[config.mk]
export PLATFORM = sky130hd
export DESIGN_NAME = dac_reg_spi_arbiter
export DESIGN_NICKNAME = d
export VERILOG_FILES = /design/src/rtl/dac_reg_spi_arbiter.sv
export SDC_FILE = /design/constraint.sdc
export NUM_CORES = 1
export LEC_CHECK = 0
export CAP_MARGIN = 15
export CORE_UTILIZATION = 40
export DETAILED_ROUTE_END_ITERATION = 10
export PLACE_DENSITY = 0.66
export SLEW_MARGIN = 5
export SYNTH_ARGS = -nofsm -noshare
export SYNTH_HDL_FRONTEND = slang
export SYNTH_SLANG_ARGS = --single-unit
[constraint.sdc]
create_clock -name clk -period 5.5 [get_ports clk]
set_input_delay 1.1 -clock clk [delete_from_list [all_inputs] [get_ports clk]]
set_output_delay 1.1 -clock clk [all_outputs]
set_load 0.05 [all_outputs]
[src/rtl/dac_reg_spi_arbiter.sv]
// Two-requester arbiter for the shared DAC / mode-register SPI bus (mode 0, MSB first).
// Define ARB_ROUND_ROBIN_EN for round-robin arbitration; the default is fixed priority with register over DAC.
module dac_reg_spi_arbiter #(
   parameter int unsigned CLK_DIV  = 4,
   parameter int unsigned DAC_BITS = 16,
   parameter int unsigned REG_BITS = 8
) (
   input  logic                clk,
   input  logic                rst,
   input  logic                dac_req,
   input  logic [DAC_BITS-1:0] dac_data,
   output logic                dac_done,
   input  logic                reg_req,
   input  logic [REG_BITS-1:0] reg_data,
   output logic                reg_done,
   output logic                busy,
   output logic                spi_sck,
   output logic                spi_mosi,
   output logic                cs1_dac,
   output logic                cs2_reg
);

   localparam int unsigned DIV_W = $clog2(CLK_DIV);
   localparam int unsigned CNT_W = $clog2(DAC_BITS + 1);
   localparam int unsigned PAD   = DAC_BITS - REG_BITS;
   localparam logic [DIV_W-1:0] DIV_LAST = DIV_W'(CLK_DIV - 1);

   typedef enum logic [2:0] {S_IDLE, S_SETUP, S_SHIFT, S_HOLD, S_GAP} state_t;
   typedef enum logic {W_DAC, W_REG} who_t;

   state_t              state_q, state_d;
   who_t                who_q, who_d;
   logic [DIV_W-1:0]    div_q, div_d;
   logic [CNT_W-1:0]    bits_q, bits_d;
   logic [DAC_BITS-1:0] shreg_q, shreg_d;
   logic                sck_q, sck_d;

   logic                phase_end;
   logic                done_pulse;
   logic                cs_active;
   logic                grant_reg;
   logic [DAC_BITS-1:0] reg_aligned;

   assign phase_end   = (div_q == DIV_LAST);
   assign done_pulse  = (state_q == S_GAP) && phase_end;
   assign cs_active   = (state_q == S_SETUP) || (state_q == S_SHIFT) || (state_q == S_HOLD);
   assign reg_aligned = DAC_BITS'(reg_data) << PAD;

`ifdef ARB_ROUND_ROBIN_EN
   // Pointer remembers the last requester that completed; reset favours the register side.
   logic last_dac_q;

   always_ff @(posedge clk) begin
      if (rst)             last_dac_q <= 1'b1;
      else if (done_pulse) last_dac_q <= (who_q == W_DAC);
   end

   assign grant_reg = reg_req && (!dac_req || last_dac_q);
`else
   assign grant_reg = reg_req;
`endif

   // NOTE: state is updated only with non-blocking assignments so every flop samples pre-edge values.
   always_ff @(posedge clk) begin
      if (rst) begin
         state_q <= S_IDLE;
         who_q   <= W_DAC;
         div_q   <= '0;
         bits_q  <= '0;
         shreg_q <= '0;
         sck_q   <= 1'b0;
      end else begin
         state_q <= state_d;
         who_q   <= who_d;
         div_q   <= div_d;
         bits_q  <= bits_d;
         shreg_q <= shreg_d;
         sck_q   <= sck_d;
      end
   end

   // NOTE: every next-state signal gets its hold value first, so no path through the case infers a latch.
   always_comb begin
      state_d = state_q;
      who_d   = who_q;
      div_d   = div_q + 1'b1;
      bits_d  = bits_q;
      shreg_d = shreg_q;
      sck_d   = sck_q;

      unique case (state_q)
         S_IDLE: begin
            div_d = '0;
            if (dac_req || reg_req) begin
               state_d = S_SETUP;
               if (grant_reg) begin
                  who_d   = W_REG;
                  shreg_d = reg_aligned;
                  bits_d  = CNT_W'(REG_BITS);
               end else begin
                  who_d   = W_DAC;
                  shreg_d = dac_data;
                  bits_d  = CNT_W'(DAC_BITS);
               end
            end
         end
         S_SETUP: begin
            if (phase_end) begin
               div_d   = '0;
               sck_d   = 1'b1;
               state_d = S_SHIFT;
            end
         end
         S_SHIFT: begin
            if (phase_end) begin
               div_d = '0;
               if (sck_q) begin
                  // Falling edge: one bit consumed; the final bit stays on MOSI.
                  sck_d  = 1'b0;
                  bits_d = bits_q - 1'b1;
                  if (bits_q != CNT_W'(1)) shreg_d = shreg_q << 1;
               end else if (bits_q == '0) begin
                  state_d = S_HOLD;
               end else begin
                  sck_d = 1'b1;
               end
            end
         end
         S_HOLD: begin
            if (phase_end) begin
               div_d   = '0;
               state_d = S_GAP;
            end
         end
         S_GAP: begin
            if (phase_end) begin
               div_d   = '0;
               state_d = S_IDLE;
            end
         end
         default: begin
            div_d   = '0;
            state_d = S_IDLE;
         end
      endcase
   end

   assign busy     = (state_q != S_IDLE);
   assign spi_sck  = sck_q;
   assign spi_mosi = cs_active & shreg_q[DAC_BITS-1];
   assign cs1_dac  = !(cs_active && (who_q == W_DAC));
   assign cs2_reg  = !(cs_active && (who_q == W_REG));
   assign dac_done = done_pulse && (who_q == W_DAC);
   assign reg_done = done_pulse && (who_q == W_REG);

endmodule

==> run summary, run 1 <==
FLOORPLAN
-----------------------------------------------------------------------------------------------
Rows                                                                                         22
Vertical extent of the die                                                              64.0 um
Top Ports                                                                                    35
Die Width                                                                               64.0 um
Effective utilization at floorplan                                                        42.0%
Floorplan Core Area                                                                0.00366 sq mm
Area enclosed by the die boundary                                                  0.00409 sq mm

MIN PATH
-----------------------------------------------------------------------------------------------
Type of the worst min-delay path                                                     reg -> reg

STA
-----------------------------------------------------------------------------------------------
Setup TNS Final                                                                            0 ns
Fmax achieved                                                                           313 MHz
Max Slew Vio Count                                                                            0
Worst slew margin relative to its limit                                                   35.3%
Number of failing hold endpoints at the final stage                                           0
Unrepaired setup endpoints after global routing                                           false
Crit share post-route                                                                     58.0%
Worst Max-Slew Pin Slew                                                                0.967 ns
Shortest clock period the worst path allows after layout                                3.19 ns
Number of endpoints failing setup at the final stage                                          0
Clock tree skew after final layout                                                   0.00845 ns

SETUP PATH
-----------------------------------------------------------------------------------------------
Register-to-register path setup slack                                                   3.07 ns
CP startpoint                                                                      state_q[1]$_SDFFE_PP0P_
Critical Path, Cell by Cell                                                        nor2_1, and2_1, nand2_1, nor2_1, clkdlybuf4s50_1
Endpoint of the worst register-to-register path                                    shreg_q[8]$_SDFFE_PP0P_
Kind of start point of the critical path                                              flip-flop
Most common cell type on the critical path                                         sky130_fd_sc_hd__nor2_1
Capture point of the critical path                                                     dac_done
WS Path Type                                                                         reg -> out
Crit path max-delay cell type                                                      sky130_fd_sc_hd__clkdlybuf4s50_1
Data required time at the worst endpoint                                                4.40 ns
Maximum fanout encountered on the critical timing path                                       10
Source of the worst register-to-register timing path                               state_q[1]$_SDFFE_PP0P_
Data arrival at the endpoint of the critical path                                       2.09 ns
Setup crit end kind                                                                 output port
Max stage delay on crit path                                                            0.80 ns
Worst r2r path cells                                                                          4

POWER AND IR DROP
-----------------------------------------------------------------------------------------------
Power Dens Cells                                                                    231 mW/mm^2
Switching Power                                                                          118 uW
Worst vdd rail ir drop                                                                 0.147 mV
Internal power                                                                           323 uW
Proportion of power drawn by the clock network                                            29.3%
Comb pwr share                                                                            19.7%
Lkg Pwr                                                                                0.694 nW
Reg power frac                                                                            51.0%
Total power draw                                                                         441 uW
Net Sw Frac                                                                               26.7%

CELLS AND AREA
-----------------------------------------------------------------------------------------------
Area Overhead vs Synth                                                                    24.2%
Final-stage net count                                                                       241
Share of final-layout standard cells stronger than drive strength 1                       3.83%
Number of non-filler instances in the completed layout                                      257
N_diodes                                                                                      0

YOSYS
-----------------------------------------------------------------------------------------------
Synth Flop Type                                                                    sky130_fd_sc_hd__dfxtp_1
Part of the Yosys area used for sequential elements                                       36.5%
Post-synthesis cell type count                                                               41
Number of synthesized flops with an enable pin                                                0
Post-synthesis register bit count                                                            28
Post-Synthesis Net Count                                                                    216
Post-synth design cell area                                                        0.00154 sq mm
Synth Warn #                                                                                  0
Post-synthesis area per instance                                                     8.31 sq um
Ys async rst share                                                                           0%
Synthesized instance count                                                                  185

CTS
-----------------------------------------------------------------------------------------------
Maximum number of buffers from clock root to sink                                             2
H-tree depth                                                                                  1
Clock latency of the later-clocked register in the worst-skew pair                      0.28 ns
Hold buffer count at CTS                                                                      0
TritonCTS clock tree                                                                       done
Number of clock sinks                                                                        28
Number of buffers created by CTS                                                              3
Root buffer cell                                                                   sky130_fd_sc_hd__clkbuf_8
Setup fix buffers added after clock tree synthesis                                            0
Number of gates resized after CTS                                                             0
Clock input transition at the sequential cells of the worst setup and hold paths        0.10 ns

GRT
-----------------------------------------------------------------------------------------------
Global Route Usage Sum                                                                    16.8%
Global-route wire length before repair                                                  5.44 mm
Congestion Overflow GR                                                                        0
Largest net degree at the start of global routing                                            28
Antenna violations before repair                                                              0
Via count of the first global-routing pass                                                1,196

PLACE
-----------------------------------------------------------------------------------------------
HPWL after detailed placement                                                           2.37 mm
Total of buffers placed on input and output ports                                            34
Final RePlAce weighted congestion                                                         0.759
Number of placed instances with taps included                                               253

DETAILED ROUTING
-----------------------------------------------------------------------------------------------
Detailed Route WL                                                                       3.31 mm
DRC violation total after the first TritonRoute iteration                                    90
Detail-routed net length per standard cell                                              12.9 um
Avg Vias per Cell                                                                          5.49
Number of DRC violations after detailed routing                                               1
Total number of vias                                                                      1,412
Drt first pass iters                                                                          7
Antenna violation net count after detailed routing                                            0

RUN STATUS
-----------------------------------------------------------------------------------------------
Violations in the final reports                                                             DRC
Status                                                                             finished, violations left

FLOW RUN
-----------------------------------------------------------------------------------------------
Max-cap violations                                                                            0

-- state kept, by name (all words and copies together) (netlist names) --
register	count
bits_q	5
who_q	1
spi_sck	1
state_q	3
div_q	2
shreg_q	16
-- power by group through the flow --
| stage | Sequential [mW] | Clock, mW | Combinational [mW] |
|---|---|---|---|
| 2_1_floorplan | 0.229 | 0 | 0.0570 |
| 3_3_place_gp | 0.229 | 0 | 0.0854 |
| 3_5_place_dp | 0.229 | 0 | 0.0872 |
| 4_1_cts | 0.225 | 0.132 | 0.0876 |
| 5_1_grt | 0.227 | 0.139 | 0.0946 |
| 6_report | 0.225 | 0.129 | 0.0868 |
-- worst max-delay path: cells and delay by family (launching register included) --
kind                   cells  cell delay (ns)
buffers and inverters      1             0.80
flip-flops                 1             0.42
AND/OR/NAND/NOR            4             0.59
-- routing by layer --
layer  GRT usage [%]  part of all wire [%]  vias to the layer above
li1                -                     -                      713
met1            19.3                    46                      667
met2            30.5                    50                       27
met3            3.75                   3.3                        5
met4            5.11                   1.1                        0
met5               0                     0                        -
-- Yosys cell counts (2+ instances only) --
master | number | area [sq um]
sky130_fd_sc_hd__dfxtp_1 | 28 | 561
sky130_fd_sc_hd__nand2_1 | 24 | 90.1
sky130_fd_sc_hd__nor2_1 | 22 | 82.6
sky130_fd_sc_hd__a21oi_1 | 15 | 75.1
sky130_fd_sc_hd__nor3_1 | 12 | 60.1
sky130_fd_sc_hd__clkbuf_1 | 8 | 30.0
sky130_fd_sc_hd__mux2i_1 | 8 | 80.1
sky130_fd_sc_hd__nor3b_1 | 8 | 60.1
sky130_fd_sc_hd__o211ai_1 | 8 | 60.1
sky130_fd_sc_hd__a211oi_1 | 6 | 45.0
sky130_fd_sc_hd__inv_1 | 5 | 18.8
sky130_fd_sc_hd__buf_6 | 4 | 45.0
sky130_fd_sc_hd__ha_1 | 3 | 37.5
sky130_fd_sc_hd__and2_1 | 2 | 12.5
sky130_fd_sc_hd__nand4_1 | 2 | 12.5
sky130_fd_sc_hd__nor4b_1 | 2 | 17.5
sky130_fd_sc_hd__o21ai_1 | 2 | 10.0
sky130_fd_sc_hd__or3_1 | 2 | 12.5
sky130_fd_sc_hd__xor2_1 | 2 | 17.5
-- per-stage QoR --
| step | util (%) | setup slack [ns] | hold slack (ns) | instance area, sq um |
|---|---|---|---|---|
| after floorplan | - | 2.96 | 0.399 | 1540 |
| after global placement | 50.6 | 2.23 | 0.408 | 1850 |
| after detailed placement | 50.6 | 2.15 | 0.423 | 1850 |
| after CTS | 52.1 | 2.33 | 0.436 | 1910 |
| after global routing | 52.1 | 2.23 | 0.479 | 1910 |
| final | 52.1 | 2.31 | 0.430 | 1910 |
-- cell usage in the layout (no fill, tap or decap), drive strengths merged, types with 2 or more instances in the layout --
| master | synthesis | routed |
|---|---|---|
| a21oi | 15 | 15 |
| nor3 | 12 | 12 |
| and2 | 2 | 2 |
| inv | 5 | 5 |
| nor3b | 8 | 8 |
| nand4 | 2 | 2 |
| xor2 | 2 | 2 |
| ha | 3 | 3 |
| clkbuf | 8 | 4 |
| dfxtp | 28 | 28 |
| nor2 | 22 | 22 |
| clkdlybuf4s50 | 0 | 34 |
| o32a | 2 | 2 |
| nand2 | 24 | 24 |
| or3 | 2 | 2 |
| nor4b | 2 | 2 |
| mux2i | 8 | 8 |
| o21ai | 3 | 3 |
| o211ai | 8 | 8 |
| a211oi | 7 | 7 |
-- worst min-delay path by stage --
stage                                 start                      end  slack (ns)  depth (start not counted)
global placement        div_q[0]$_SDFF_PP0_      div_q[0]$_SDFF_PP0_        0.41                          1
global route        shreg_q[0]$_SDFFE_PP0P_  shreg_q[0]$_SDFFE_PP0P_        0.48                          2
detailed placement      div_q[0]$_SDFF_PP0_      div_q[0]$_SDFF_PP0_        0.42                          1
finish                  div_q[0]$_SDFF_PP0_      div_q[0]$_SDFF_PP0_        0.43                          1
CTS                     div_q[0]$_SDFF_PP0_      div_q[0]$_SDFF_PP0_        0.44                          1
floorplan               div_q[0]$_SDFF_PP0_      div_q[0]$_SDFF_PP0_        0.40                          1
-- logic make-up after synthesis --
family                     after synthesis  synth area share [%]
and+or+nand+nor                         80                  25.7
muxes                                    8                  5.21
buffers and inverters                   20                  7.17
DFF                                     28                  36.5
AOI/OAI and AO/OA                       43                  21.3
xor gates and xnor gates                 3                  1.71
adders and majority gates                3                  2.44
-- area by class of cell --
class | count | area [sq um]
inverters | 5 | 18.8
clock buffers | 4 | 55.1
fillers | 371 | 1750
multi-input cells | 137 | 866
flip-flops and latches | 28 | 561
repair buffers | 35 | 348
well taps | 48 | 60.1
No activity file was read; power rests on OpenSTA's default activity.
==> run 2, diff against run 1 <==
Settings changed: PLACE_DENSITY 0.66 to 0.69.
Clock period 5.5 ns to 2.9 ns, I/O delays scaled along.
==> run summary, run 2 (synthesis gave the netlist of run 1 again) <==
FLOORPLAN
-----------------------------------------------------------------------------------------------
Top Ports                                                                                    35
Effective utilization at floorplan                                                        42.0%
Die Width                                                                               64.0 um
Area enclosed by the die boundary                                                  0.00409 sq mm
Rows                                                                                         22
Floorplan Core Area                                                                0.00366 sq mm
Vertical extent of the die                                                              64.0 um

SETUP PATH
-----------------------------------------------------------------------------------------------
Crit path max-delay cell type                                                      sky130_fd_sc_hd__clkdlybuf4s50_1
CP delay by family, top                                                            buffers and inverters
Max stage delay on crit path                                                            0.79 ns
Register-to-register path setup slack                                                   0.77 ns
Source of the worst register-to-register timing path                               state_q[1]$_SDFFE_PP0P_
Setup crit end kind                                                                 output port
Critical Path, Cell by Cell                                                        nor2_1, and2_1, and3_1, clkdlybuf4s50_1
Maximum fanout encountered on the critical timing path                                       10
Data arrival at the endpoint of the critical path                                       2.03 ns
Data required time at the worst endpoint                                                2.32 ns
Endpoint of the worst register-to-register path                                    shreg_q[3]$_SDFFE_PP0P_
Worst r2r path cells                                                                          5
Kind of start point of the critical path                                              flip-flop
WS Path Type                                                                         reg -> out
Crit path buffers/inverters                                                                   1

GRT
-----------------------------------------------------------------------------------------------
Global-route wire length before repair                                                  5.30 mm
Largest net degree at the start of global routing                                            26
Via count of the first global-routing pass                                                1,165
Antenna violations before repair                                                              0
Congestion Overflow GR                                                                        0
Global Route Usage Sum                                                                    16.3%

CTS
-----------------------------------------------------------------------------------------------
Root buffer cell                                                                   sky130_fd_sc_hd__clkbuf_8
Setup fix buffers added after clock tree synthesis                                            0
Number of buffers created by CTS                                                              3
Clock latency of the later-clocked register in the worst-skew pair                      0.28 ns
Clock input transition at the sequential cells of the worst setup and hold paths        0.10 ns
Maximum number of buffers from clock root to sink                                             2
Number of clock sinks                                                                        28
TritonCTS clock tree                                                                       done
Hold buffer count at CTS                                                                      0
Number of gates resized after CTS                                                             0
H-tree depth                                                                                  1

STA
-----------------------------------------------------------------------------------------------
Worst Max-Slew Pin Slew                                                                0.719 ns
Fmax achieved                                                                           383 MHz
Worst slack on hold paths                                                              0.424 ns
Worst slew margin relative to its limit                                                   51.4%
Setup TNS Final                                                                            0 ns
Worst-case setup margin in the final layout                                            0.286 ns
Max Slew Vio Count                                                                            0
Clock tree skew after final layout                                                   0.00277 ns
Number of failing hold endpoints at the final stage                                           0
Shortest clock period the worst path allows after layout                                2.61 ns
Number of endpoints failing setup at the final stage                                          0
Unrepaired setup endpoints after global routing                                           false
Crit share post-route                                                                     90.1%

MIN PATH
-----------------------------------------------------------------------------------------------
Type of the worst min-delay path                                                     reg -> reg
Hold Path Cell Cnt                                                                            1
Destination of the worst hold path                                                 div_q[0]$_SDFF_PP0_
Min-Delay Startpoint                                                               div_q[0]$_SDFF_PP0_

PLACE
-----------------------------------------------------------------------------------------------
Final RePlAce weighted congestion                                                         0.872
Pre-CTS WS                                                                             0.603 ns
HPWL after detailed placement                                                           2.21 mm
Total of buffers placed on input and output ports                                            34

DETAILED ROUTING
-----------------------------------------------------------------------------------------------
Avg Vias per Cell                                                                          5.20
Detail-routed net length per standard cell                                              12.0 um
DRC violation total after the first TritonRoute iteration                                    58
Total number of vias                                                                      1,351
Drt first pass iters                                                                          4
Antenna violation net count after detailed routing                                            0
Detailed Route WL                                                                       3.13 mm
Number of DRC violations after detailed routing                                               0

CELLS AND AREA
-----------------------------------------------------------------------------------------------
Largest register by flop count                                                          shreg_q
Total area of multi-input combinational cells                                         866 sq um
Area Overhead vs Synth                                                                    26.7%
Number of filler cells placed in the layout                                                 352
Number of flip-flops under the largest register name                                         16
Register area                                                                         561 sq um
N_diodes                                                                                      0
Final-stage net count                                                                       244
Leading cell types in the layout, fill and taps excluded                           sky130_fd_sc_hd__clkdlybuf4s50_1 (34), sky130_fd_sc_hd__dfxtp_1 (28), sky130_fd_sc_hd__nand2_1 (24), sky130_fd_sc_hd__nor2_1 (22), sky130_fd_sc_hd__a21oi_1 (15)
Largest registers                                                                  shreg_q x16, bits_q x5, state_q x3
Most common library cell in the layout ignoring fill and taps                      sky130_fd_sc_hd__clkdlybuf4s50_1
Share of final-layout standard cells stronger than drive strength 1                       5.19%

POWER AND IR DROP
-----------------------------------------------------------------------------------------------
Worst vdd rail ir drop                                                                 0.273 mV
Power Dens Cells                                                                    464 mW/mm^2
Lkg Pwr                                                                                0.714 nW

RUN STATUS
-----------------------------------------------------------------------------------------------
Status                                                                             finished clean

FLOW RUN
-----------------------------------------------------------------------------------------------
Max-cap violations                                                                            0

## run 2: layer usage
metal	up-vias	part of all wire (%)	GRT usage, %
met3	2	2.7	4.46
met5	-	0	0
met1	608	50	20.8
met2	24	47	26.9
li1	717	-	-
met4	0	0.54	4.55
## run 2: power by group
| part | internal [mW] | leakage [nW] | switching, mW |
|---|---|---|---|
| Clock | 0.185 | 0.0357 | 0.126 |
| Combinational | 0.0845 | 0.449 | 0.0817 |
| Sequential | 0.409 | 0.230 | 0.0168 |
## run 2: worst register-to-register path: stages (launching register included)
cell and delay, ns:
sky130_fd_sc_hd__dfxtp_1 0.50, sky130_fd_sc_hd__or3b_1 0.44, sky130_fd_sc_hd__buf_4 0.24, sky130_fd_sc_hd__o32a_4 0.50, sky130_fd_sc_hd__a211oi_1 0.27, sky130_fd_sc_hd__nor3_1 0.07
## run 2: worst max-delay path by stage
stage / depth (start not counted) / endpoint / slack (ns) / from
after floorplan: 5 / dac_done / 0.88 / state_q[1]$_SDFFE_PP0P_
after global placement: 4 / reg_done / 0.63 / state_q[1]$_SDFFE_PP0P_
after detailed placement: 4 / reg_done / 0.60 / state_q[1]$_SDFFE_PP0P_
after CTS: 4 / reg_done / 0.28 / state_q[1]$_SDFFE_PP0P_
after global routing: 5 / dac_done / 0.16 / state_q[1]$_SDFFE_PP0P_
final: 4 / reg_done / 0.29 / state_q[1]$_SDFFE_PP0P_
## run 2: through the flow
| step | utilization (%) | area (sq um) | cells | power [mW] |
|---|---|---|---|---|
| 6_report | 53.2 | 1950 | 260 | 0.903 |
| 5_1_grt | 53.2 | 1950 | 260 | 0.947 |
| 3_5_place_dp | 51.2 | 1880 | 256 | 0.602 |
| 3_3_place_gp | 51.2 | 1880 | 256 | 0.600 |
| 4_1_cts | 53.2 | 1950 | 260 | 0.911 |
| 2_1_floorplan | - | 1540 | 185 | 0.542 |
## run 2: area by class of cell
class                           instances  share of cell area, %
Inverter                                5                  0.964
Timing Repair Buffer                   38                   19.0
Multi-Input combinational cell        137                   44.5
Tap cell                               48                   3.08
Clock buffer                            3                   2.12
Clock inverter                          1                   1.54
Sequential cell                        28                   28.8
==> run 3, diff against run 2 <==
Settings changed: CTS_BUF_LIST set to sky130_fd_sc_hd__clkbuf_4.
==> run summary, run 3 (synthesis gave the netlist of run 1 again) <==
DETAILED ROUTING
-----------------------------------------------------------------------------------------------
Antenna violation net count after detailed routing                                            0
Number of DRC violations after detailed routing                                               0
Drt first pass iters                                                                          4
Avg Vias per Cell                                                                          5.20
Detailed Route WL                                                                       3.11 mm
Total number of vias                                                                      1,351
DRC violation total after the first TritonRoute iteration                                    80
Detail-routed net length per standard cell                                              12.0 um

CTS
-----------------------------------------------------------------------------------------------
H-tree depth                                                                                  1
Root buffer cell                                                                   sky130_fd_sc_hd__clkbuf_4
Clock latency of the later-clocked register in the worst-skew pair                      0.34 ns
Number of buffers created by CTS                                                              3
Hold buffer count at CTS                                                                      0
TritonCTS clock tree                                                                       done
Setup fix buffers added after clock tree synthesis                                            0
Number of clock sinks                                                                        28
Maximum number of buffers from clock root to sink                                             2
Clock input transition at the sequential cells of the worst setup and hold paths        0.16 ns
Number of gates resized after CTS                                                             0

STA
-----------------------------------------------------------------------------------------------
Crit share post-route                                                                     93.3%
Shortest clock period the worst path allows after layout                                2.70 ns
Worst Max-Slew Pin Slew                                                                0.716 ns
Worst slew margin relative to its limit                                                   51.6%
Worst slack on hold paths                                                              0.431 ns
Number of endpoints failing setup at the final stage                                          0
Fmax achieved                                                                           370 MHz
Clock tree skew after final layout                                                   0.00159 ns
Unrepaired setup endpoints after global routing                                           false
Number of failing hold endpoints at the final stage                                           0
Setup TNS Final                                                                            0 ns
Worst-case setup margin in the final layout                                            0.195 ns
Max Slew Vio Count                                                                            0

FLOORPLAN
-----------------------------------------------------------------------------------------------
Vertical extent of the die                                                              64.0 um
Die Width                                                                               64.0 um
Floorplan Core Area                                                                0.00366 sq mm
Top Ports                                                                                    35
Rows                                                                                         22
Effective utilization at floorplan                                                        42.0%
Area enclosed by the die boundary                                                  0.00409 sq mm

CELLS AND AREA
-----------------------------------------------------------------------------------------------
Area Overhead vs Synth                                                                    25.5%
Number of flip-flops under the largest register name                                         16
Share of final-layout standard cells stronger than drive strength 1                       5.19%
Number of non-filler instances in the completed layout                                      260
N_diodes                                                                                      0
Most common library cell in the layout ignoring fill and taps                      sky130_fd_sc_hd__clkdlybuf4s50_1
Final-stage net count                                                                       244
Largest register by flop count                                                          shreg_q
Largest registers                                                                  shreg_q x16, bits_q x5, state_q x3
Number of filler cells placed in the layout                                                 354
Leading cell types in the layout, fill and taps excluded                           sky130_fd_sc_hd__clkdlybuf4s50_1 (34), sky130_fd_sc_hd__dfxtp_1 (28), sky130_fd_sc_hd__nand2_1 (24), sky130_fd_sc_hd__nor2_1 (22), sky130_fd_sc_hd__a21oi_1 (15)
Fraction of the core area covered by cells at the end of the flow                         52.7%

SETUP PATH
-----------------------------------------------------------------------------------------------
Data required time at the worst endpoint                                                2.32 ns
Kind of start point of the critical path                                              flip-flop
Worst r2r path cells                                                                          5
WS Path Type                                                                         reg -> out
Setup crit end kind                                                                 output port
Data arrival at the endpoint of the critical path                                       2.12 ns
Maximum fanout encountered on the critical timing path                                       10
Source of the worst register-to-register timing path                               state_q[1]$_SDFFE_PP0P_
Register-to-register path setup slack                                                   0.75 ns
Endpoint of the worst register-to-register path                                    shreg_q[3]$_SDFFE_PP0P_

PLACE
-----------------------------------------------------------------------------------------------
Pre-CTS WS                                                                             0.603 ns
HPWL after detailed placement                                                           2.21 mm
Total of buffers placed on input and output ports                                            34
Final RePlAce weighted congestion                                                         0.872
Number of placed instances with taps included                                               256

RUN STATUS
-----------------------------------------------------------------------------------------------
Status                                                                             finished clean

GRT
-----------------------------------------------------------------------------------------------
Largest net degree at the start of global routing                                            26
Congestion Overflow GR                                                                        0
Antenna violations before repair                                                              0
Global Route Usage Sum                                                                    16.2%
Via count of the first global-routing pass                                                1,175
Global-route wire length before repair                                                  5.24 mm

MIN PATH
-----------------------------------------------------------------------------------------------
Min-Delay Startpoint                                                               div_q[0]$_SDFF_PP0_
Type of the worst min-delay path                                                     reg -> reg
Destination of the worst hold path                                                 div_q[0]$_SDFF_PP0_
Hold Path Cell Cnt                                                                            1

POWER AND IR DROP
-----------------------------------------------------------------------------------------------
Lkg Pwr                                                                                0.707 nW
Power Dens Cells                                                                    443 mW/mm^2
Worst vdd rail ir drop                                                                 0.318 mV

FLOW RUN
-----------------------------------------------------------------------------------------------
Max-cap violations                                                                            0

==> run 3: cell types whose count changed in the layout (fill, tap and decap cells not counted) <==
cell,change
sky130_fd_sc_hd__clkbuf_8,-3
sky130_fd_sc_hd__clkbuf_4,+3
==> run 3: worst max-delay path: stages (launching register included) <==
cell and delay [ns]:
sky130_fd_sc_hd__dfxtp_1 0.43, sky130_fd_sc_hd__nor2_1 0.20, sky130_fd_sc_hd__and2_1 0.21, sky130_fd_sc_hd__and3_1 0.16, sky130_fd_sc_hd__clkdlybuf4s50_1 0.79
==> run 3: stage by stage <==
step	total power, mW	cell area [sq um]
final	0.855	1930
after global routing	0.896	1930
after CTS	0.861	1930
after detailed placement	0.602	1880
after global placement	0.600	1880
after floorplan	0.542	1540
==> run 3: worst max-delay path by stage <==
stage / start / to / slack (ns)
floorplan: state_q[1]$_SDFFE_PP0P_ / dac_done / 0.88
global placement: state_q[1]$_SDFFE_PP0P_ / reg_done / 0.63
detailed placement: state_q[1]$_SDFFE_PP0P_ / reg_done / 0.60
CTS: state_q[1]$_SDFFE_PP0P_ / reg_done / 0.20
global route: state_q[1]$_SDFFE_PP0P_ / dac_done / 0.07
finish: state_q[1]$_SDFFE_PP0P_ / reg_done / 0.20
==> run 3: area by class of cell <==
cell class / count / area [sq um] / share of cell area [%]
clock inverter: 1 / 30.0 / 1.56
inverter: 5 / 18.8 / 0.973
multi-input combinational: 137 / 866 / 44.9
timing repair buffer: 38 / 370 / 19.2
tap: 48 / 60.1 / 3.11
clock buffer: 3 / 22.5 / 1.17
sequential: 28 / 561 / 29.1
==> run 3: routing by layer <==
metal | up-vias | global-route usage (%) | share of wire (%)
li1 | 714 | - | -
met1 | 605 | 20.4 | 50
met2 | 25 | 26.5 | 46
met3 | 7 | 4.46 | 2.8
met4 | 0 | 4.83 | 1.5
met5 | - | 0 | 0
==> run 3: power by group <==
part	switching, mW	total, mW	internal (mW)	leakage, nW
sequential	0.0168	0.426	0.409	0.230
combinational	0.0819	0.166	0.0844	0.449
clock	0.122	0.262	0.140	0.0279
